===== src/rtl/riscv_pkg.sv =====
// Shared fetch-path types and constants: canonical NOP and the fetch queue entry.
package riscv_pkg;

    localparam int unsigned PKG_XLEN  = 32;
    localparam logic [31:0] NOP_INSTR = 32'h0000_0013;

    typedef struct packed {
        logic [31:0]         instr;
        logic [PKG_XLEN-1:0] pc;
    } fetch_entry_t;

endpackage


===== src/rtl/fetch_fifo.sv =====
// Synchronous DEPTH-entry prefetch queue with push, pop, flush and occupancy count.
module fetch_fifo
    import riscv_pkg::*;
#(
    parameter type         entry_t = fetch_entry_t,
    parameter int unsigned DEPTH   = 4
) (
    input  logic                     clk,
    input  logic                     rst,
    input  logic                     flush,
    input  logic                     push,
    input  entry_t                   push_data,
    input  logic                     pop,
    output entry_t                   head,
    output logic [$clog2(DEPTH):0]   count
);

    localparam int unsigned PW = $clog2(DEPTH);
    localparam int unsigned CW = PW + 1;

    entry_t        mem [DEPTH];
    logic [PW-1:0] wr_ptr;
    logic [PW-1:0] rd_ptr;
    logic          do_push;
    logic          do_pop;

    // Pops of an empty queue and pushes into a full, non-draining queue are dropped.
    always_comb begin
        do_pop  = pop && (count != '0) && !flush;
        do_push = push && ((count != CW'(DEPTH)) || do_pop) && !flush;
    end

    always_ff @(posedge clk) begin
        if (rst || flush) begin
            wr_ptr <= '0;
            rd_ptr <= '0;
            count  <= '0;
        end else begin
            if (do_push) wr_ptr <= wr_ptr + PW'(1);
            if (do_pop)  rd_ptr <= rd_ptr + PW'(1);
            case ({do_push, do_pop})
                2'b10:   count <= count + CW'(1);
                2'b01:   count <= count - CW'(1);
                default: count <= count;
            endcase
        end
    end

    always_ff @(posedge clk) begin
        if (do_push) mem[wr_ptr] <= push_data;
    end

    assign head = mem[rd_ptr];

endmodule


===== src/rtl/fetch_unit.sv =====
// Instruction fetch: PC sequencing, halt and redirect around a prefetch queue.
// Optional FETCH_BYPASS_EN lets an empty queue forward imem_rdata straight to decode.
module fetch_unit
    import riscv_pkg::*;
#(
    parameter int unsigned     XLEN     = 32,
    parameter int unsigned     DEPTH    = 4,
    parameter logic [XLEN-1:0] RESET_PC = '0
) (
    input  logic                     clk,
    input  logic                     rst,
    output logic [XLEN-1:0]          imem_addr,
    input  logic [31:0]              imem_rdata,
    input  logic                     redirect_valid,
    input  logic [XLEN-1:0]          redirect_pc,
    input  logic                     halt_req,
    output logic                     out_valid,
    input  logic                     out_ready,
    output logic [31:0]              out_instr,
    output logic [XLEN-1:0]          out_pc,
    output logic [$clog2(DEPTH):0]   count
);

    localparam int unsigned CW = $clog2(DEPTH) + 1;

    typedef struct packed {
        logic [31:0]     instr;
        logic [XLEN-1:0] pc;
    } entry_t;

    logic [XLEN-1:0] fetch_pc;
    logic            halted;
    entry_t          head;
    entry_t          push_data;
    logic            fifo_empty;
    logic            fifo_full;
    logic            fifo_pop_c;
    logic            bypass_c;
    logic            consume_c;
    logic            push_c;

    fetch_fifo #(
        .entry_t (entry_t),
        .DEPTH   (DEPTH)
    ) u_fifo (
        .clk       (clk),
        .rst       (rst),
        .flush     (redirect_valid),
        .push      (push_c),
        .push_data (push_data),
        .pop       (fifo_pop_c),
        .head      (head),
        .count     (count)
    );

    // Handshake decode; redirect squashes any push this cycle.
    always_comb begin
        fifo_empty      = (count == '0);
        fifo_full       = (count == CW'(DEPTH));
        fifo_pop_c      = !fifo_empty && out_ready;
`ifdef FETCH_BYPASS_EN
        bypass_c        = fifo_empty && !halted && !redirect_valid;
`else
        bypass_c        = 1'b0;
`endif
        consume_c       = bypass_c && out_ready;
        push_c          = !halted && !redirect_valid && !consume_c &&
                          (!fifo_full || fifo_pop_c);
        push_data.instr = imem_rdata;
        push_data.pc    = fetch_pc;
    end

    // Decode-facing view: queue head, else (bypass) live fetch, else NOP at fetch_pc.
    always_comb begin
        out_valid = !fifo_empty;
        out_instr = head.instr;
        out_pc    = head.pc;
        if (fifo_empty) begin
            out_valid = bypass_c;
            out_pc    = fetch_pc;
`ifdef FETCH_BYPASS_EN
            out_instr = bypass_c ? imem_rdata : NOP_INSTR;
`else
            out_instr = NOP_INSTR;
`endif
        end
    end

    always_ff @(posedge clk) begin
        if (rst) begin
            fetch_pc <= RESET_PC;
            halted   <= 1'b0;
        end else if (redirect_valid) begin
            fetch_pc <= {redirect_pc[XLEN-1:2], 2'b00};
            halted   <= 1'b0;
        end else begin
            if (push_c || consume_c) fetch_pc <= fetch_pc + XLEN'(4);
            if (halt_req)            halted   <= 1'b1;
        end
    end

    assign imem_addr = fetch_pc;

endmodule


===== config.mk =====
export PLATFORM = sky130hd
export DESIGN_NAME = fetch_unit
export DESIGN_NICKNAME = d
export VERILOG_FILES = /design/src/rtl/riscv_pkg.sv /design/src/rtl/fetch_fifo.sv /design/src/rtl/fetch_unit.sv
export SDC_FILE = /design/constraint.sdc
export NUM_CORES = 1
export LEC_CHECK = 0
export BUFFER_PORTS_ARGS = -buffer_cell sky130_fd_sc_hd__clkbuf_2
export CORE_MARGIN = 8
export CORE_UTILIZATION = 36
export DETAILED_ROUTE_END_ITERATION = 12
export GPL_TIMING_DRIVEN = 1
export PLACE_DENSITY = 0.61
export SYNTH_ARGS = -nofsm -noshare
export SYNTH_HDL_FRONTEND = slang
export SYNTH_SLANG_ARGS = --single-unit

===== constraint.sdc =====
create_clock -name clk -period 3.6 [get_ports clk]
set_input_delay 0.72 -clock clk [delete_from_list [all_inputs] [get_ports clk]]
set_output_delay 0.72 -clock clk [all_outputs]
set_load 0.03 [all_outputs]

### Yosys cells after proc, flatten, opt, wreduce, memory -nomap -nowiden

Memory sizes are Yosys's and may differ from the RTL's. A register that Yosys moved wholly into a read port is not among the register bits.
Index checks and enable logic that the tools add are counted.

| word-level totals | value |
|---|---|
| bits in registers | 40 |
| bits in writable memories | 256 |
| bits of input ports | 69 |
| word-level logic and storage cells | 45 |
| memories kept | 1 |

| operators by class | value |
|---|---|
| add/subtract/negate cells | 5 |
| equality and inequality tests | 4 |
| mux-type cells | 10 |
| reductions and logical operators | 19 |

Memories:

| memory | depth | bits a word | read ports | clocked after memory_dff | wr ports | RTL line | RTL |
|---|---|---|---|---|---|---|---|
| u_fifo.mem | 4 | 64 | 1 | 1 | 1 | fetch_fifo.sv:21 | `entry_t mem [DEPTH];` |

Operator list:

| cell | number |
|---|---|
| $mux 32 | 4 |
| $add 32x3->32 const B | 1 |
| $logic_and 1x1->1 | 7 |
| $pmux 3 s2 | 1 |
| $add 2x1->2 const B | 2 |
| $logic_not 1->1 | 4 |
| $mux 2 | 2 |
| $reduce_bool 2->1 | 2 |
| $add 3x1->3 const B | 1 |
| $eq 3x3->1 const B | 1 |
| $logic_not 3->1 | 1 |
| $logic_or 1x1->1 | 3 |
| $mux 1 | 3 |
| $ne 3x3->1 const B | 1 |
| $reduce_bool 3->1 | 1 |
| $sub 3x1->3 const B | 1 |
| $eq 2x1->1 const B | 1 |
| $eq 2x2->1 const B | 1 |
| $reduce_or 2->1 | 1 |

### Depth between registers and ports, before layout

Gate-level depths: netlist of run 1.

| logic depth | value |
|---|---|
| depth after elaboration | 10 |
| gate-level depth with buffers | 10 |
| mapped depth without buffers | 10 |

### Cells and area by module

From an unflattened synthesis of run 1, not the netlist that was laid out.

| second synthesis, totals | value |
|---|---|
| cells, all modules | 713 |
| area, all modules | 12354.3 sq um |

By module, submodules not included:

| module | instances | cells an instance | area an instance (sq um) | sequential area each (sq um) |
|---|---|---|---|---|
| fetch_fifo | 1 | 388 | 9793.1 | 7867.5 |
| fetch_unit | 1 | 325 | 2561.2 | 620.6 |

### Worst setup path before layout of run 1

Ideal clock, no wire load.

| path | value |
|---|---|
| path kind | input port to flip-flop |
| from | input out_ready |
| to | memory u_fifo.mem[0][10] in the netlist's numbering (enable) |
| setup time | 0.427 ns |
| arrival time | 2.670 ns |
| required time | 3.173 ns |
| setup slack | 0.504 ns |
| stages on the path | 4 |
| path buffers | 0 |
| cells stage by stage | or4b_2 nand2b_1 nor2_1 and2_1 |

| between the ends | value |
|---|---|
| cells in the longest elaborated chain, start to end | 8 |
| elaborated cells between the ends (all ways) | 10 |
| classes of those cells | mux (2); reduce/logical (8) |

Ends and longest elaborated chain:

| element | RTL line | RTL |
|---|---|---|
| start: declaration | fetch_unit.sv:18 | `input logic out_ready,` |
| $logic_and 1x1->1 (*) | fetch_unit.sv:60 | `fifo_pop_c = !fifo_empty && out_ready;` |
| $logic_and 1x1->1 (2 in series) | fetch_fifo.sv:29 | `do_pop = pop && (count != '0) && !flush;` |
| $logic_or 1x1->1 | fetch_fifo.sv:30 | `do_push = push && ((count != CW'(DEPTH)) \|\| do_pop) && !flush;` |
| $logic_and 1x1->1 (*) (2 in series) | fetch_fifo.sv:30 |  |
| $mux 1 (*) | fetch_fifo.sv:50 | `if (do_push) mem[wr_ptr] <= push_data;` |
| $mux 1 (implied by the code) (*) | fetch_fifo.sv:50 |  |
| end: declaration | fetch_fifo.sv:21 |  |

Every way passes the cells marked *; elsewhere a longest branch is shown, timed or not.

==> flow_metrics.py, run 1 <==
metrics = {
    "synthesis": {
        "synth_top_area_cell": "edfxtp_1",
        "avgSynthCellArea_um2": 17.6,
        "synth_commonest_cells": "edfxtp_1, mux4_2, dfxtp_1",
        "synth.distinct_cells": 46,
        "netlist_top_cells_area": "edfxtp_1, mux4_2, dfxtp_1, mux2_2, nor2b_1",
        "synth_top_family_by_area": "multiplexers",
        "synth_compound_area_share_pct": 2.50,
        "synth_xor_area_share_pct": 2.31,
        "muxShareOfSynthArea_pct": 15.3,
        "synth_adder_area_share_pct": 0.809,
        "yosysSeqAreaShare_pct": 70.2,
        "synth_edf_count": 248,
        "async_reset_ff_share_pct": 0,
        "yosysWarningCount": 0,
        "synth_top_area_share_pct": 63.4,
        "syn_inst": 669,
        "syn-cell-area_um2": 11800,
        "yosysMostFrequentCell": "edfxtp_1",
        "yosys.area_share.simple_pct": 6.66,
        "synth-seq-cells": 288,
        "synth-main-ff-cell": "edfxtp_1",
    },
    "sta": {
        "slew_headroom_pct": 30.0,
        "finalSetupViolations": 0,
        "final_max_slew_viol_count": 0,
        "finClkSkew_ns": 0.0206,
        "tightest_slew_ns": 1.05,
        "whs_ns": 0.387,
        "layout_min_cycle_time_ns": 3.08,
        "rsz0062_at_grt": "false",
        "setup_tns_ns": 0,
        "finalHoldViolCount": 0,
        "fmax_ghz": 0.325,
        "min_period_over_period_pct": 85.5,
    },
    "route": {
        "wirelength_um": 27400,
        "drc": 0,
        "vias": 6465,
        "ant_nets": 0,
        "drt-pass1-iter-count": 5,
        "wl_per_cell_um": 20.8,
        "drt_iter0_drc": 341,
        "avgViaCountPerCell": 4.92,
    },
    "global_route": {
        "grt_use_total_pct": 14.0,
        "grt.busiest_layer": "met2",
        "antenna_found_initial": 0,
        "grt_pass1_vias": 7005,
        "grt_max_degree": 64,
        "gr-total-overflow": 0,
        "gr-usage-met3_pct": 2.80,
        "use_met2_pct": 22.8,
        "grt_pass1_wl_um": 42000,
        "grt_use_met1_pct": 19.2,
    },
    "finish": {
        "drive_above_1_share_pct": 37.7,
        "seqCellArea_um2": 8260,
        "multi_input_area_um2": 3270,
        "layout.cells.non_filler": 1313,
        "num_antenna_cells": 0,
        "design_area_um2": 14100,
        "fill_cells": 2955,
        "fin_util_pct": 43.7,
        "area_growth_pct": 20.4,
        "fin_nets": 924,
    },
    "place": {
        "dp.cells": 1257,
        "placed_cell_area_um2": 13200,
        "place_congestion": 0.760,
        "port_buffers": 162,
        "dp_hpwl_um": 17000,
    },
    "power": {
        "p_comb_share_pct": 8.6,
        "pwr-share-seq_pct": 50.6,
        "p_sw_share_pct": 22.8,
        "p_per_area_nw_per_um2": 535,
        "vdd_drop_max_uv": 341,
        "switchingPower_mw": 1.73,
        "p_leak_nw": 4.98,
        "clkPwrFrac_pct": 40.8,
        "internal-power_mw": 5.85,
    },
    "setup_path": {
        "cp_slowest_cell": "mux4_2",
        "cpPeakStageDelay_ns": 0.53,
        "reg2reg_slack_ns": 0.68,
        "r2r-end": "u_fifo.count[2]",
        "crit_type": "reg -> out",
        "cp-start-kind": "flop",
        "crit_path_cell_trace": "buf_4 > mux4_2 > or2_2 > clkbuf_2",
        "reg2reg_from": "u_fifo.count[0]",
        "crit_arrival_ns": 2.36,
        "worstPathRequired_ns": 2.88,
        "critPathCapture": "out_instr[4]",
        "r2r.worst_path.cells": 10,
        "worstPathMaxFanout": 15,
        "end_kind": "primary output",
    },
    "clock_tree": {
        "cts-resized-gates": 0,
        "cts_hold_buf": 0,
        "cts.reportedPaths.clkPinSlew_ns": 0.07,
        "clockBufferDepth": 3,
        "clk_latency_ns": 0.55,
        "cts_inserted_buffers": 31,
        "htreeDepth": 1,
        "cts_tree": "built",
        "cts_sinks": 288,
        "cts_setup_buffers": 0,
        "cts_root_buf": "clkbuf_16",
    },
    "floorplanning": {
        "die_x_um": 197,
        "dieArea_um2": 38700,
        "core_um2": 32400,
        "die_h_um": 197,
        "ioPinCount": 169,
        "rows": 66,
        "initial_utilization_pct": 36.3,
    },
    "status": {
        "run_status": "completed",
    },
    "min_path": {
        "hold_depth": 3,
        "hold_path.class": "in -> reg",
    },
    "run": {
        "maxCapViolCount": 0,
    },
}
-- how the worst min path moves through the flow --
stage / to / from
3_5_place_dp: u_fifo.wr_ptr[1] / u_fifo.wr_ptr[1]
5_1_grt: imem_addr[16] / redirect_pc[16]
4_1_cts: imem_addr[16] / redirect_pc[16]
2_1_floorplan: u_fifo.wr_ptr[1] / u_fifo.wr_ptr[1]
3_3_place_gp: u_fifo.wr_ptr[1] / u_fifo.wr_ptr[1]
6_report: imem_addr[16] / redirect_pc[16]
-- registers in the layout, summed over array words and instances, names as in the netlist, named ones only --
signal         count
halted             1
u_fifo.mem       248
u_fifo.wr_ptr      2
imem_addr         30
u_fifo.count       3
u_fifo.rd_ptr      2
-- power groups by stage --
stage               clock [mW]  sequential [mW]  combinational, mW
floorplan                    0             3.93              0.386
global placement             0             3.90              0.660
detailed placement           0             3.91              0.665
CTS                       3.16             3.84              0.667
global route              3.28             3.85              0.703
finish                    3.09             3.84              0.650
-- placed cells by master, fill, tap and decap left out, types with 6 or more instances in the layout --
cell type  instances
o21a_1            15
a21oi_1           20
nor2_1            22
nand2_1           17
clkbuf_16         31
ha_1               6
nor2b_1           31
edfxtp_1         248
nand3_1            9
dfxtp_1           38
nand4_1           11
clkbuf_1          12
clkbuf_2         162
mux4_2            62
xor2_1            11
nor3_1             9
mux2_2            31
xnor2_1           20
buf_4             13
inv_1             26
-- stage by stage --
stage / worst slack (ns) / total power, mW
finish: 0.522 / 7.57
global placement: 0.339 / 4.56
floorplan: 0.504 / 4.32
CTS: 0.451 / 7.66
global route: 0.382 / 7.84
detailed placement: 0.325 / 4.57
-- layout make-up --
class                      instances  area share, %
clock buffer                      46           6.09
clock inverter                    10          0.875
sequential                       288           58.3
timing repair buffer             179           6.99
tap                              442           3.91
inverter                          26          0.690
multi-input combinational        322           23.1
-- critical path, delay by kind of cell, from the launching register on --
family        cells  cell delay, ns
simple gates      1            0.28
flops             1            0.46
buf+inv           2            0.52
mux               1            0.53
-- routing by layer --
| metal | wire length (um) | up-vias |
|---|---|---|
| li1 | - | 2946 |
| met1 | 12600 | 3299 |
| met2 | 12800 | 184 |
| met3 | 1530 | 36 |
| met4 | 509 | 0 |
| met5 | 0 | - |
-- kinds of logic (layout without fill, tap and decap cells) --
group | after synthesis | in the layout
flops | 288 | 288
simple gates | 134 | 134
mux | 98 | 98
buf+inv | 62 | 261
compound gates | 48 | 48
xor+xnor | 31 | 31
fa+ha+maj | 7 | 7
other cells | 1 | 4
Power figures use the tool's default switching activity.
==> run 2: changes to the inputs <==
--- a/config.mk
+++ b/config.mk
@@ -10,7 +10,7 @@
 export CORE_UTILIZATION = 36
 export DETAILED_ROUTE_END_ITERATION = 12
 export GPL_TIMING_DRIVEN = 1
-export PLACE_DENSITY = 0.61
 export SYNTH_ARGS = -nofsm -noshare
 export SYNTH_HDL_FRONTEND = slang
+export SYNTH_HIERARCHICAL = 1
 export SYNTH_SLANG_ARGS = --single-unit
==> flow_metrics.py, run 2 <==
metrics = {
    "power": {
        "internal-power_mw": 5.78,
        "clkPwrFrac_pct": 41.3,
        "p_comb_share_pct": 6.6,
        "vdd_drop_max_uv": 277,
        "p_per_area_nw_per_um2": 507,
        "switchingPower_mw": 1.70,
        "p_sw_share_pct": 22.8,
        "pwr-share-seq_pct": 52.1,
        "p_leak_nw": 5.03,
    },
    "route": {
        "vias": 7158,
        "ant_nets": 0,
        "wl_per_cell_um": 21.2,
        "drt_iter0_drc": 426,
        "avgViaCountPerCell": 5.21,
        "wirelength_um": 29100,
        "drt-pass1-iter-count": 5,
        "drc": 0,
    },
    "global_route": {
        "gr-total-overflow": 0,
        "grt_pass1_vias": 7347,
        "grt_pass1_wl_um": 44300,
        "antenna_found_initial": 0,
        "grt_use_total_pct": 13.9,
        "grt_max_degree": 66,
    },
    "sta": {
        "min_period_over_period_pct": 91.7,
        "setup_tns_ns": 0,
        "layout_min_cycle_time_ns": 3.30,
        "slew_headroom_pct": 40.5,
        "finalHoldViolCount": 0,
        "final_max_slew_viol_count": 0,
        "fmax_ghz": 0.303,
        "rsz0062_at_grt": "false",
        "finalSetupViolations": 0,
        "finClkSkew_ns": 0.0180,
        "tightest_slew_ns": 0.892,
    },
    "setup_path": {
        "worstPathRequired_ns": 2.88,
        "cp_slowest_cell": "buf_4",
        "crit_arrival_ns": 2.58,
        "crit_type": "reg -> out",
        "crit_cells": 4,
        "cp-start-kind": "flop",
        "end_kind": "primary output",
        "cpLargestDelayFamily": "buffers and inverters",
        "cpPeakStageDelay_ns": 0.68,
        "crit_path_cell_trace": "or3_4 > buf_4 > mux2_2 > clkbuf_2",
        "worstPathMaxFanout": 65,
        "critPathBufInv": 2,
        "r2r.worst_path.cells": 11,
    },
    "synthesis": {
        "synth-seq-cells": 296,
        "synth-main-ff-cell": "edfxtp_1",
        "synth.distinct_cells": 57,
        "synth_commonest_cells": "edfxtp_1, mux4_2, dfxtp_1",
        "async_reset_ff_share_pct": 0,
        "synth_edf_count": 256,
        "avgSynthCellArea_um2": 17.3,
        "syn-cell-area_um2": 12400,
        "synth_top_area_cell": "edfxtp_1",
        "synth_top_area_share_pct": 62.2,
        "yosysSeqAreaShare_pct": 68.7,
        "netlist_top_cells_area": "edfxtp_1, mux4_2, dfxtp_1, mux2_2, and2_1",
        "yosysWarningCount": 6,
        "yosysMostFrequentCell": "edfxtp_1",
        "syn_inst": 713,
    },
    "clock_tree": {
        "htreeDepth": 2,
        "cts_sinks": 296,
        "cts_tree": "built",
        "cts_hold_buf": 0,
        "clk_latency_ns": 0.50,
        "cts.reportedPaths.clkPinSlew_ns": 0.06,
        "cts_setup_buffers": 0,
        "cts_root_buf": "clkbuf_16",
        "cts_inserted_buffers": 34,
        "clockBufferDepth": 3,
        "cts-resized-gates": 0,
    },
    "min_path": {
        "hold_path.class": "in -> reg",
        "hold_depth": 3,
    },
    "run": {
        "maxCapViolCount": 0,
    },
    "floorplanning": {
        "initial_utilization_pct": 36.1,
        "dieArea_um2": 40500,
        "core_um2": 34200,
        "die_h_um": 201,
        "rows": 68,
        "ioPinCount": 169,
        "die_x_um": 201,
    },
    "finish": {
        "design_area_um2": 14800,
        "drive_above_1_share_pct": 35.8,
        "largest_reg_flops": 256,
        "num_antenna_cells": 0,
        "fin_nets": 971,
        "final_common_cell": "edfxtp_1",
        "layout_common_cells": "edfxtp_1, clkbuf_2, mux4_2",
        "largest-register": "u_fifo/mem",
        "area_growth_pct": 19.5,
    },
    "place": {
        "dp_hpwl_um": 18100,
        "placed_cell_area_um2": 13800,
        "place_congestion": 0.776,
        "port_buffers": 164,
    },
    "status": {
        "run_status": "completed",
    },
}
-- run 2: changes by cell type after synthesis, sizes merged, moves of 8 or more --
cell    delta
a211oi    +10
a21oi     -10
a311oi    +12
and2      +32
edfxtp     +8
inv       -11
nand3      +8
nor2      +14
nor2b     -29
o21a      -14
o31ai     +11
or4       +10
xnor2     -15
-- run 2: power groups by stage --
stage / sequential, mW / clock [mW] / combinational (mW)
2_1_floorplan: 3.98 / 0 / 0.268
3_3_place_gp: 3.97 / 0 / 0.495
3_5_place_dp: 3.97 / 0 / 0.498
4_1_cts: 3.90 / 3.19 / 0.499
5_1_grt: 3.91 / 3.31 / 0.530
6_report: 3.90 / 3.09 / 0.492
-- run 2: worst reg2reg max path: cells and delay by family, from the launching register on --
kind	cells	cell delay, ns
simple gates	5	1.38
compound gates	1	0.16
buf+inv	2	0.16
flops	1	0.41
fa+ha+maj	2	0.56
xor+xnor	1	0.15
-- run 2: cell type report --
type | count | area [um2]
fillers | 3075 | 19400
flip-flops and latches | 296 | 8500
multi-input cells | 368 | 3560
clock inverters | 18 | 86.3
inverters | 15 | 56.3
clock buffers | 42 | 912
well taps | 455 | 569
repair buffers | 180 | 1080
-- run 2: kinds of logic (layout without fill, tap and decap cells) --
logic type	after synthesis	after routing	synth area share (%)
other cells	1	10	0.0304
flops	296	296	68.7
buf+inv	58	255	2.85
fa+ha+maj	7	7	0.770
compound gates	64	64	3.78
mux	94	94	14.5
xor+xnor	12	12	0.851
simple gates	181	181	8.50
-- run 2: final timing paths --
| kind | from | to | slack, ns |
|---|---|---|---|
| max | u_fifo/count[0] | out_pc[6] | 0.30 |
| min | redirect_pc[31] | imem_addr[31] | 0.44 |
| max reg2reg | u_fifo/count[1] | u_fifo/count[2] | 0.71 |
| min reg2reg | u_fifo/wr_ptr[1] | u_fifo/wr_ptr[1] | 0.52 |
-- run 2: routing by layer --
| metal | wire length (um) | global-route usage (%) | part of all wire, % | vias to the layer above |
|---|---|---|---|---|
| met5 | 0 | 0 | 0 | - |
| met2 | 13300 | 21.8 | 46 | 240 |
| met3 | 2110 | 4.08 | 7.3 | 39 |
| li1 | - | - | - | 3234 |
| met1 | 13200 | 18.9 | 45 | 3645 |
| met4 | 446 | 3.03 | 1.5 | 0 |
-- run 2: through the flow --
stage | setup WS [ns] | power (mW) | hold slack, ns | instances | utilization (%)
2_1_floorplan | 0.271 | 4.25 | 0.484 | 722 | -
3_3_place_gp | 0.636 | 4.46 | 0.506 | 1314 | 40.2
3_5_place_dp | 0.559 | 4.47 | 0.513 | 1314 | 40.2
4_1_cts | 0.224 | 7.59 | 0.420 | 1374 | 43.2
5_1_grt | 0.154 | 7.75 | 0.419 | 1374 | 43.2
6_report | 0.300 | 7.48 | 0.444 | 1374 | 43.2
